===== src/rtl/uart_rx_frame.sv =====
// uart_rx_frame
//   Serial receiver for the colour processor command decoder. Oversamples the
//   Rx line at CLKS_PER_BIT clocks per bit and deframes 11-bit frames:
//   start, 8 data bits LSB first, parity, stop.
//
// Parameters
//   CLKS_PER_BIT  clocks per serial bit (even, >= 4)
//   PARITY_ODD    0: even parity (parity bit = XOR of data), 1: odd parity
//
// Ports
//   clk         system clock
//   rst         asynchronous reset, active low
//   Rx          asynchronous serial line, idles high
//   data        last correctly received byte, held between frames
//   valid       one-cycle strobe, data is new in this cycle
//   parity_err  one-cycle strobe, parity mismatch on the frame just ended
//   frame_err   one-cycle strobe, stop bit sampled 0
//   busy        high whenever the receiver is not idle
module uart_rx_frame #(
  parameter int unsigned CLKS_PER_BIT = 32,
  parameter bit          PARITY_ODD   = 1'b0
) (
  input  logic       clk,
  input  logic       rst,
  input  logic       Rx,
  output logic [7:0] data,
  output logic       valid,
  output logic       parity_err,
  output logic       frame_err,
  output logic       busy
);

  localparam int unsigned CW = (CLKS_PER_BIT > 1) ? $clog2(CLKS_PER_BIT) : 1;
  localparam logic [CW-1:0] HALF_M1 = CW'(CLKS_PER_BIT / 2 - 1);
  localparam logic [CW-1:0] FULL_M1 = CW'(CLKS_PER_BIT - 1);

  typedef enum logic [2:0] {
    S_IDLE,
    S_START,
    S_DATA,
    S_PARITY,
    S_STOP,
    S_BREAK
  } state_e;

  state_e          state_q;
  logic [1:0]      sync_q;
  logic [CW-1:0]   cnt_q;
  logic [2:0]      idx_q;
  logic [7:0]      shift_q;
  logic            par_q;
  logic            par_ok_q;
  logic            stop_ok_q;
  logic            done_q;
  logic [7:0]      data_q;
  logic            valid_q;
  logic            perr_q;
  logic            ferr_q;
  logic            busy_q;
  logic            rx_s;

  assign rx_s = sync_q[1];

  always_ff @(posedge clk or negedge rst) begin
    if (!rst) begin
      state_q   <= S_IDLE;
      sync_q    <= 2'b11;
      cnt_q     <= '0;
      idx_q     <= '0;
      shift_q   <= '0;
      par_q     <= 1'b0;
      par_ok_q  <= 1'b0;
      stop_ok_q <= 1'b0;
      done_q    <= 1'b0;
      data_q    <= '0;
      valid_q   <= 1'b0;
      perr_q    <= 1'b0;
      ferr_q    <= 1'b0;
      busy_q    <= 1'b0;
    end else begin
      sync_q <= {sync_q[0], Rx};
      busy_q <= (state_q != S_IDLE);

      // The stop decision is made at mid-stop-bit; the strobes and the data
      // load follow one cycle later so they line up with busy falling.
      valid_q <= done_q & stop_ok_q & par_ok_q;
      perr_q  <= done_q & ~par_ok_q;
      ferr_q  <= done_q & ~stop_ok_q;
      if (done_q && stop_ok_q && par_ok_q) begin
        data_q <= shift_q;
      end
      done_q <= 1'b0;

      cnt_q <= cnt_q + 1'b1;

      unique case (state_q)
        S_IDLE: begin
          cnt_q <= '0;
          if (!rx_s) begin
            state_q <= S_START;
          end
        end

        S_START: begin
          if (cnt_q == HALF_M1) begin
            cnt_q <= '0;
            if (!rx_s) begin
              state_q <= S_DATA;
              idx_q   <= '0;
              par_q   <= 1'b0;
            end else begin
              // Line back high at mid-start: a glitch, not a frame.
              state_q <= S_IDLE;
            end
          end
        end

        S_DATA: begin
          if (cnt_q == FULL_M1) begin
            cnt_q   <= '0;
            shift_q <= {rx_s, shift_q[7:1]};
            par_q   <= par_q ^ rx_s;
            idx_q   <= idx_q + 3'd1;
            if (idx_q == 3'd7) begin
              state_q <= S_PARITY;
            end
          end
        end

        S_PARITY: begin
          if (cnt_q == FULL_M1) begin
            cnt_q    <= '0;
            par_ok_q <= (rx_s == (par_q ^ PARITY_ODD));
            state_q  <= S_STOP;
          end
        end

        S_STOP: begin
          if (cnt_q == FULL_M1) begin
            cnt_q     <= '0;
            done_q    <= 1'b1;
            stop_ok_q <= rx_s;
            state_q   <= rx_s ? S_IDLE : S_BREAK;
          end
        end

        S_BREAK: begin
          cnt_q <= '0;
          if (rx_s) begin
            state_q <= S_IDLE;
          end
        end

        default: begin
          cnt_q   <= '0;
          state_q <= S_IDLE;
        end
      endcase
    end
  end

  assign data       = data_q;
  assign valid      = valid_q;
  assign parity_err = perr_q;
  assign frame_err  = ferr_q;
  assign busy       = busy_q;

endmodule


===== config.mk =====
export PLATFORM = sky130hd
export DESIGN_NAME = uart_rx_frame
export DESIGN_NICKNAME = d
export VERILOG_FILES = /design/src/rtl/uart_rx_frame.sv
export SDC_FILE = /design/constraint.sdc
export NUM_CORES = 1
export LEC_CHECK = 0
export ABC_AREA = 1
export BUFFER_PORTS_ARGS = -buffer_cell sky130_fd_sc_hd__buf_2
export CAP_MARGIN = 40
export CORE_MARGIN = 2
export CORE_UTILIZATION = 52
export CTS_CLUSTER_SIZE = 28
export DETAILED_ROUTE_END_ITERATION = 6
export GPL_TIMING_DRIVEN = 0
export PLACE_DENSITY = 0.75
export SETUP_SLACK_MARGIN = 0.1
export SYNTH_ARGS = -nofsm -noshare
export SYNTH_HDL_FRONTEND = slang
export SYNTH_SLANG_ARGS = --single-unit
export TNS_END_PERCENT = 100

===== constraint.sdc =====
create_clock -name clk -period 1.5 [get_ports clk]
set_clock_uncertainty 0.1 [all_clocks]
set_input_delay 0.3 -clock clk [delete_from_list [all_inputs] [get_ports clk]]
set_output_delay 0.3 -clock clk [all_outputs]
set_load 0.01 [all_outputs]

==> results of run 1 <==
## metrics by stage
stage	area (um^2)	util (%)	std cells	setup TNS (ns)
after floorplan	1760	-	183	-0.0592
after global placement	1880	60.7	241	-0.769
after detailed placement	1880	60.7	241	-1.56
after CTS	2050	66.0	256	-0.898
after global routing	2160	69.7	259	-2.51
final	2160	69.7	259	-1.09
## Yosys cell counts
library cell  instances
inv_1                18
dfrtp_1              35
o21a_1                1
clkbuf_1              1
xor2_1                1
xnor2_1               2
nand2_4               1
nand3_1              11
a21oi_1               2
nor2_4                2
o21ai_2               9
nand4_1               3
ha_1                  7
inv_6                 1
nand3_2               2
nand2_1              46
nor2_1               15
nor3_2                1
nor2_2                4
buf_6                 3
inv_2                 1
dfstp_2               2
nand2_2               5
o21ai_0              10
## flip-flops by register name, summed over array words and instances (netlist names), 2 cells and up
signal   count
data         8
shift_q      8
cnt_q        5
idx_q        3
state_q      3
sync_q       2
## worst max-delay path by stage
stage                         from          to  slack, ns  depth (start not counted)
after global routing      cnt_q[0]  state_q[2]      -0.20                         11
after floorplan           cnt_q[0]  state_q[2]      -0.02                         11
after detailed placement  cnt_q[0]    cnt_q[3]      -0.19                          7
after CTS                 cnt_q[0]  state_q[2]      -0.13                         11
final                     cnt_q[0]  state_q[2]      -0.12                         11
after global placement    cnt_q[0]    cnt_q[0]      -0.14                          7
## critical path, delay by kind of cell (launching register included)
family,cells,cell delay [ns]
adders and majority gates,2,0.36
and+or+nand+nor,8,0.63
buffers and inverters,1,0.08
DFF,1,0.37
## cell type report
type	count	area [um^2]	area share, %
clock buffer	5	37.5	1.74
inverter	20	85.1	3.94
buffer	4	47.5	2.20
timing repair buffer	24	154	7.12
multi-input combinational	122	808	37.4
sequential	37	928	42.9
tap	44	55.1	2.55
clock inverter	3	46.3	2.14
## what timing repair did
action,4_1_cts,5_1_grt
hold buffers,2,0
gates resized for setup,8,23
buffers inserted,5,3
endpoints found under the setup margin,22,28
endpoints found under the hold margin,36,0
pin swaps,11,9
gates cloned,0,0
## power by group through the flow
stage,clock (mW),combinational (mW),sequential [mW]
after floorplan,0,0.758,1.20
after global placement,0,0.903,1.20
after detailed placement,0,0.959,1.20
after CTS,0.724,1.02,1.18
after global routing,0.770,1.30,1.20
final,0.712,1.19,1.19
## routing by layer
metal,share of wire (%),vias to the layer above,global-route usage (%)
met5,0,-,0
met4,2.1,0,7.60
met3,3.8,9,5.25
met2,51,29,31.7
met1,43,641,24.3
li1,-,639,-
## logic make-up after synthesis
| kind of cell | count (synthesis) |
|---|---|
| AO/OA/AOI/OAI | 22 |
| XOR/XNOR | 3 |
| adder cells (fa/ha/maj) | 7 |
| buffers and inverters | 24 |
| flip-flops | 37 |
| AND/OR/NAND/NOR | 90 |
==> flow_metrics.py, run 1 <==
metrics = {
    "status": {
        "status": "finished with violations",
        "violations": "negative setup slack",
    },
    "detailed_routing": {
        "vias": 1318,
        "wl_um": 3330,
        "firstDrtPassIters": 4,
        "antenna_left": 0,
        "drc_errors": 0,
        "wire_per_inst_um": 12.9,
        "drt_iter0_drc": 76,
        "via_per_inst": 5.09,
    },
    "layout": {
        "nFillCells": 247,
        "drive_above_1_share_pct": 39.5,
        "layout.nets": 224,
        "area_growth_pct": 25.0,
        "final_cell_mix": "nand2_1 (41), dfrtp_1 (35), inv_1 (15)",
        "n_antenna_cell": 0,
        "layout_commonest_cell": "nand2_1",
    },
    "worst_setup_path": {
        "regToRegStartpoint": "cnt_q[0]",
        "critPathSlowestCell": "dfrtp_1",
        "r2r-end": "state_q[2]",
        "end_kind": "flop",
        "worstPathRequired_ns": 1.66,
        "ff2ff_setup_slack_ns": -0.12,
        "worstPathMaxFanout": 4,
        "arrival_ns": 1.78,
        "start_kind": "flop",
        "crit_path_max_incr_delay_ns": 0.37,
        "path_cells": "ha_2 > nand3_4 > inv_4 > ha_4 > nand2_4 > nand3_2 > nand2_2 > nor2_4 > nand2_2 > nand2_1 > nand2_1",
        "path_class": "reg2reg",
        "reg2regPathDepth": 11,
    },
    "floorplan": {
        "pin_count": 15,
        "dieArea_um2": 3800,
        "num_rows": 20,
        "die_y_um": 61.7,
        "coreArea_um2": 3100,
        "dieWidth_um": 61.7,
        "start_util_pct": 55.7,
    },
    "timing": {
        "hold_slack_ns": 0.266,
        "grt_setup_unrepaired": "true",
        "drv_slew": 0,
        "worstMarginPinSlew_ns": 0.793,
        "hold_viol_final": 0,
        "max-slew-margin-rel_pct": 47.1,
        "fmax_mhz": 617,
        "post-route-period-util_pct": 108,
        "min_period_ns": 1.62,
        "worst_slack_ns": -0.121,
        "setup_viol": 19,
    },
    "min_path": {
        "min_path_type": "reg2reg",
        "worst_hold_path.endpoint": "sync_q[1]",
        "min_from": "sync_q[0]",
        "min_delay_path_depth": 0,
    },
    "power_and_ir_drop": {
        "p_per_area_nw_per_um2": 1430,
        "max-vdd-ir-drop_uv": 630,
        "power.share.clock_pct": 23.1,
        "p_seq_share_pct": 38.4,
        "p_leak_nw": 1.08,
        "combinationalPowerShare_pct": 38.5,
        "power_mw": 3.09,
        "power_switching_mw": 1.21,
        "p_int_mw": 1.88,
        "swShare_pct": 39.1,
    },
    "synthesis": {
        "yosys.area_share.simple_pct": 24.5,
        "synth_top_area_share_pct": 50.7,
        "ys_top_cells_by_area": "dfrtp_1 (51%), nand2_1 (10%), ha_1 (5.1%)",
        "syn_inst": 183,
        "yosys_warnings": 0,
        "yosysSeqAreaShare_pct": 53.7,
        "synth_top_family_by_area": "simple AND/OR/NAND/NOR gates",
        "syn-num-nets": 193,
        "synth_area_um2": 1730,
        "synth.avg_cell_area_um2": 9.45,
        "synth_mux_area_share_pct": 0,
        "synth_xor_area_share_pct": 1.52,
        "synth_compound_area_share_pct": 8.47,
        "synth_cell_types": 24,
        "yosys.area_share.adder_pct": 5.07,
        "synth_area_leader_cell": "dfrtp_1",
        "ys_seq_elements": 37,
    },
    "placed_design": {
        "place_ws_ns": -0.194,
        "portBuffers": 14,
        "dp.final_hpwl_um": 2210,
        "place.gp.congestion": 0.823,
    },
    "clock_network": {
        "clock_path_buffers": 2,
        "path_clk_slew_ns": 0.12,
        "cts.sinks": 37,
        "worstSkewPairLatency_ns": 0.36,
        "cts_root_buffer": "clkbuf_4",
        "htreeDepth": 2,
        "cts_made_buffers": 5,
        "cts_tree": "yes",
    },
    "job": {
        "drv_cap": 0,
    },
    "global_routing": {
        "antenna_found_initial": 0,
        "grt_overflow_total": 0,
        "grt_pass1_vias": 1254,
        "grt_pass1_wl_um": 5310,
        "grt_use_total_pct": 19.3,
        "grt_max_degree": 38,
    },
}
(Power assumes the default switching activity.)
==> run 2: changes to the inputs <==
--- a/config.mk
+++ b/config.mk
@@ -14,7 +14,7 @@
 export DETAILED_ROUTE_END_ITERATION = 6
 export GPL_TIMING_DRIVEN = 0
 export PLACE_DENSITY = 0.75
-export SETUP_SLACK_MARGIN = 0.1
+export SETUP_SLACK_MARGIN = 0.15
 export SYNTH_ARGS = -nofsm -noshare
 export SYNTH_HDL_FRONTEND = slang
 export SYNTH_SLANG_ARGS = --single-unit
==> run 2 against run 1 <==
Critical path depth stayed put. The run still ends with negative setup slack left. Largest cell class unchanged. Routed wire length grew 13%. Power rose by 1.4%. Clock power is 18% lower. Register-to-register slack worse by 0.02 ns. Hold slack got worse by 0.0084 ns. Global-route usage grew 3.6 points. Cell count grew 3.1%. Setup slack lost 0.017 ns. Via count grew 6.1%. Non-clock buffer count up 8. Sequential power about the same.
==> flow_metrics.py, run 2 (synthesis results as in run 1) <==
metrics = {
    "placed_design": {
        "place.gp.congestion": 0.818,
        "dp.final_hpwl_um": 2250,
        "placed_area_um2": 1880,
        "portBuffers": 14,
        "place_ws_ns": -0.211,
    },
    "min_path": {
        "worst_hold_path.endpoint": "sync_q[1]",
        "min_delay_path_depth": 0,
        "min_from": "sync_q[0]",
        "min_path_type": "reg2reg",
    },
    "detailed_routing": {
        "drc_errors": 0,
        "wire_per_inst_um": 14.1,
        "firstDrtPassIters": 4,
        "wl_um": 3780,
        "antenna_left": 0,
        "drt_iter0_drc": 136,
        "via_per_inst": 5.24,
        "vias": 1399,
    },
    "global_routing": {
        "grt_use_total_pct": 22.9,
        "grt_max_degree": 38,
        "grt_pass1_vias": 1390,
        "grt_overflow_total": 0,
        "antenna_found_initial": 0,
        "grt_pass1_wl_um": 6220,
    },
    "timing": {
        "tns_ns": -0.719,
        "fmax_mhz": 611,
        "drv_slew": 0,
        "setup_viol": 12,
        "max-slew-margin-rel_pct": 47.8,
        "worstMarginPinSlew_ns": 0.783,
        "hold_slack_ns": 0.258,
        "hold_viol_final": 0,
        "worst_slack_ns": -0.138,
        "post-route-period-util_pct": 109,
        "grt_setup_unrepaired": "true",
        "min_period_ns": 1.64,
    },
    "status": {
        "violations": "negative setup slack",
        "status": "finished with violations",
    },
    "worst_setup_path": {
        "end_kind": "flop",
        "ff2ff_setup_slack_ns": -0.14,
        "worstPathRequired_ns": 1.70,
        "path_class": "reg2reg",
        "start_kind": "flop",
        "worstPathMaxFanout": 3,
        "reg2regPathDepth": 11,
        "arrival_ns": 1.84,
        "regToRegStartpoint": "cnt_q[0]",
        "r2r-end": "state_q[0]",
    },
    "job": {
        "drv_cap": 0,
    },
    "clock_network": {
        "cts.sinks": 37,
        "worstSkewPairLatency_ns": 0.36,
        "cts_root_buffer": "clkbuf_4",
        "cts_tree": "yes",
        "htreeDepth": 2,
        "path_clk_slew_ns": 0.12,
        "clock_path_buffers": 2,
        "cts_made_buffers": 5,
    },
    "layout": {
        "final_cell_mix": "dfrtp_1 (35), nand2_1 (34), inv_1 (15)",
        "n_antenna_cell": 0,
        "layout_commonest_cell": "dfrtp_1",
        "drive_above_1_share_pct": 45.7,
        "fin_area_um2": 2290,
        "area_growth_pct": 32.5,
        "layout.nets": 232,
        "finish.utilization_pct": 73.8,
        "nFillCells": 232,
    },
    "power_and_ir_drop": {
        "p_per_area_nw_per_um2": 1370,
        "combinationalPowerShare_pct": 43.2,
        "swShare_pct": 41.1,
        "power_switching_mw": 1.29,
        "max-vdd-ir-drop_uv": 721,
        "p_leak_nw": 1.13,
        "p_int_mw": 1.84,
        "p_seq_share_pct": 38.1,
        "power.share.clock_pct": 18.8,
    },
    "floorplan": {
        "dieArea_um2": 3800,
        "start_util_pct": 55.7,
        "pin_count": 15,
        "die_y_um": 61.7,
        "num_rows": 20,
        "coreArea_um2": 3100,
        "dieWidth_um": 61.7,
    },
}
[run 2: cell count changes in the layout (fill, tap and decap cells not counted), moves of 2 or more]
cell     before  now
buf_4         7   10
buf_6         3    7
nand2_1      41   34
nand2_2       9   12
nand2_4       2    6
nand3_4       1    3
[run 2: worst max-delay path, stage by stage (launching register included)]
cell and delay, ns:
dfrtp_1 0.37, ha_2 0.21, nand3_4 0.08, inv_4 0.09
ha_4 0.16, nand2_4 0.06, nand3_4 0.08, nand2_4 0.05
nor2_4 0.12, buf_6 0.12, nand3_2 0.06, nand2_2 0.07
[run 2: final cells by class]
type                    instances  area (um^2)  share of cell area, %
multi-input cells             122          866                   37.8
well taps                      44         55.1                   2.40
clock inverters                 2         13.8                  0.601
inverters                      20         85.1                   3.71
clock buffers                   6         51.3                   2.24
flip-flops and latches         37          928                   40.5
plain buffers                   4         42.5                   1.86
repair buffers                 32          249                   10.9
[run 2: power by group through the flow]
stage	Clock (mW)	Sequential (mW)	Combinational [mW]
finish	0.587	1.19	1.35
global route	0.647	1.20	1.49
CTS	0.596	1.19	1.16
detailed placement	0	1.21	0.970
global placement	0	1.20	0.904
floorplan	0	1.20	0.758
[run 2: layer usage]
layer	routed length (um)	global-route usage, %
met1	1520	26.1
met2	1990	38.9
met3	164	6.93
met4	99	11.6
met5	0	0
[run 2: stage by stage]
stage               power [mW]  instances
CTS                       2.95        264
global route              3.34        267
detailed placement        2.18        241
global placement          2.10        241
finish                    3.13        267
floorplan                 1.95        183
[run 2: repair_timing]
action	CTS	global route
hold buffers	2	0
gates resized for setup	35	15
endpoints found under the hold margin	36	0
endpoints found under the setup margin	30	31
cloned	1	0
pin swaps	13	5
setup buffers	12	3
[run 2: how the worst max path moves through the flow]
| stage | slack, ns | cells after the start | startpoint | endpoint |
|---|---|---|---|---|
| after floorplan | -0.02 | 11 | cnt_q[0] | state_q[2] |
| after global placement | -0.14 | 7 | cnt_q[0] | cnt_q[0] |
| after detailed placement | -0.21 | 11 | cnt_q[0] | state_q[0] |
| after CTS | -0.1 | 11 | cnt_q[0] | state_q[0] |
| after global routing | -0.22 | 11 | cnt_q[1] | state_q[0] |
| final | -0.14 | 11 | cnt_q[0] | state_q[0] |
==> run 3: changes to the inputs <==
==> config.mk (replaced) <==
export PLATFORM = sky130hd
export DESIGN_NAME = uart_rx_frame
export DESIGN_NICKNAME = d
export VERILOG_FILES = /design/src/rtl/uart_rx_frame.sv
export SDC_FILE = /design/constraint.sdc
export NUM_CORES = 1
export LEC_CHECK = 0
export ABC_AREA = 1
export CAP_MARGIN = 40
export CORE_UTILIZATION = 55
export CTS_CLUSTER_SIZE = 28
export DETAILED_ROUTE_END_ITERATION = 6
export DONT_BUFFER_PORTS = 1
export GPL_TIMING_DRIVEN = 0
export PLACE_DENSITY = 0.74
export SETUP_SLACK_MARGIN = 0.1
export SYNTH_ARGS = -nofsm -noshare
export SYNTH_HDL_FRONTEND = slang
export SYNTH_SLANG_ARGS = --single-unit
export TNS_END_PERCENT = 100
==> run 3 against run 2 <==
The flow still finishes with violations (negative setup slack). Fmax is 3.1% higher. Register-to-register slack better by 0.05 ns. Sequential share of layout area is 1.2 points higher. Cell count is 6.7% lower. Global-route usage is 0.23 points lower.
==> flow_metrics.py, run 3 (synthesis results as in run 1) <==
metrics = {
    "clock_network": {
        "htreeDepth": 2,
        "cts_tree": "yes",
        "worstSkewPairLatency_ns": 0.34,
        "cts.sinks": 37,
        "cts_made_buffers": 5,
        "cts_root_buffer": "clkbuf_4",
        "path_clk_slew_ns": 0.11,
        "clock_path_buffers": 2,
    },
    "floorplan": {
        "pin_count": 15,
        "start_util_pct": 60.1,
        "coreArea_um2": 2880,
        "dieArea_um2": 3370,
        "die_y_um": 58.1,
        "dieWidth_um": 58.1,
        "num_rows": 19,
    },
    "layout": {
        "fin_area_um2": 2230,
        "area_growth_pct": 28.7,
        "layout.nets": 217,
        "drive_above_1_share_pct": 39.1,
        "n_antenna_cell": 0,
        "final_cell_mix": "nand2_1 (35), dfrtp_1 (35), inv_1 (15)",
    },
    "global_routing": {
        "antenna_found_initial": 0,
        "busiest_layer": "met2",
        "grt_pass1_wl_um": 5720,
        "use_met2_pct": 35.3,
        "grt_use_total_pct": 22.7,
        "globalRouteMet3Util_pct": 7.37,
        "grt_overflow_total": 0,
        "grt_max_degree": 38,
        "grt_pass1_vias": 1314,
        "use_met1_pct": 28.7,
    },
    "timing": {
        "setup_viol": 7,
        "drv_slew": 0,
        "post-route-period-util_pct": 106,
        "fmax_mhz": 630,
        "grt_setup_unrepaired": "true",
        "worst_slack_ns": -0.0882,
        "max-slew-margin-rel_pct": 82.2,
        "worstMarginPinSlew_ns": 0.266,
        "hold_viol_final": 0,
        "min_period_ns": 1.59,
    },
    "detailed_routing": {
        "vias": 1300,
        "drt_iter0_drc": 57,
        "firstDrtPassIters": 6,
        "drc_errors": 0,
        "wire_per_inst_um": 13.8,
        "via_per_inst": 5.22,
        "antenna_left": 0,
        "wl_um": 3450,
    },
    "job": {
        "drv_cap": 0,
    },
    "power_and_ir_drop": {
        "power.share.clock_pct": 21.0,
        "max-vdd-ir-drop_uv": 802,
        "p_per_area_nw_per_um2": 1400,
        "p_seq_share_pct": 39.0,
        "p_int_mw": 1.93,
        "swShare_pct": 38.2,
        "combinationalPowerShare_pct": 40.1,
        "power_switching_mw": 1.19,
        "power_mw": 3.13,
        "p_leak_nw": 1.05,
    },
    "worst_setup_path": {
        "start_kind": "flop",
        "end_kind": "flop",
        "worstPathRequired_ns": 1.64,
        "arrival_ns": 1.73,
        "worstPathMaxFanout": 4,
        "path_class": "reg2reg",
    },
    "placed_design": {
        "place.gp.congestion": 0.825,
        "portBuffers": 0,
        "placed_area_um2": 1810,
        "dp.final_hpwl_um": 2110,
    },
    "status": {
        "status": "finished with violations",
        "violations": "negative setup slack",
    },
    "min_path": {
        "min_path_type": "reg2reg",
    },
}
run 3: cell types whose count changed in the layout (fill, tap and decap cells not counted), moves of 3 or more:
cell,change
nor2_2,-3
nand2_2,-3
buf_2,-14
buf_6,-5
run 3: worst max-delay path, cell delays in order (launching register included):
cell and delay [ns]:
dfrtp_1 0.41, ha_4 0.17, nand3_4 0.08, inv_4 0.09, ha_4 0.15, nand2_4 0.05, nand3_2 0.07, nand2_2 0.06
nor2_4 0.15, nand2_2 0.06, nand2_1 0.06, nand2_1 0.05
run 3: power by group through the flow:
stage          Combinational (mW)  Sequential [mW]  Clock (mW)
3_3_place_gp                0.865             1.21           0
5_1_grt                      1.39             1.23       0.703
6_report                     1.25             1.22       0.656
3_5_place_dp                0.904             1.21           0
2_1_floorplan               0.758             1.20           0
4_1_cts                      1.07             1.20       0.668
run 3: final timing paths:
path | endpoint | cells after the start | slack, ns | from
max | state_q[2] | 11 | -0.09 | cnt_q[1]
max reg2reg | state_q[2] | 11 | -0.09 | cnt_q[1]
min | sync_q[1] | 0 | 0.25 | sync_q[0]
max in group asynchronous | sync_q[0] | 2 | 0.74 | rst
min reg2reg | sync_q[1] | 0 | 0.25 | sync_q[0]
min in group asynchronous | state_q[0] | 2 | 0.30 | rst
run 3: area by class of cell:
class / instances / area, um^2
multi-input cells: 122 / 870
plain buffers: 4 / 42.5
flip-flops and latches: 37 / 928
repair buffers: 17 / 173
clock inverters: 2 / 35.0
clock buffers: 5 / 37.5
fillers: 172 / 651
well taps: 42 / 52.6
inverters: 20 / 87.6
run 3: metrics by stage:
stage | utilization (%) | setup TNS, ns | worst slack [ns] | cells | hold slack (ns)
CTS | 72.2 | -0.432 | -0.0955 | 241 | 0.258
global placement | 63.0 | -0.837 | -0.138 | 225 | -0.0949
floorplan | - | -0.0592 | -0.0203 | 183 | -0.0956
detailed placement | 63.0 | -1.99 | -0.212 | 225 | -0.0948
finish | 77.4 | -0.325 | -0.0882 | 249 | 0.254
global route | 77.4 | -1.20 | -0.168 | 249 | 0.251
run 3: metal layers:
layer	share of wire (%)	vias up
met3	4.4	14
met4	2.7	0
met5	0	-
met1	42	626
li1	-	627
met2	51	33
run 3: what timing repair did:
item,4_1_cts,5_1_grt
cloned,1,0
pin swaps,5,7
gates resized for setup,28,20
setup endpoints to repair,21,30
setup buffers,5,8
hold endpoints to repair,38,0
hold buffers,3,0
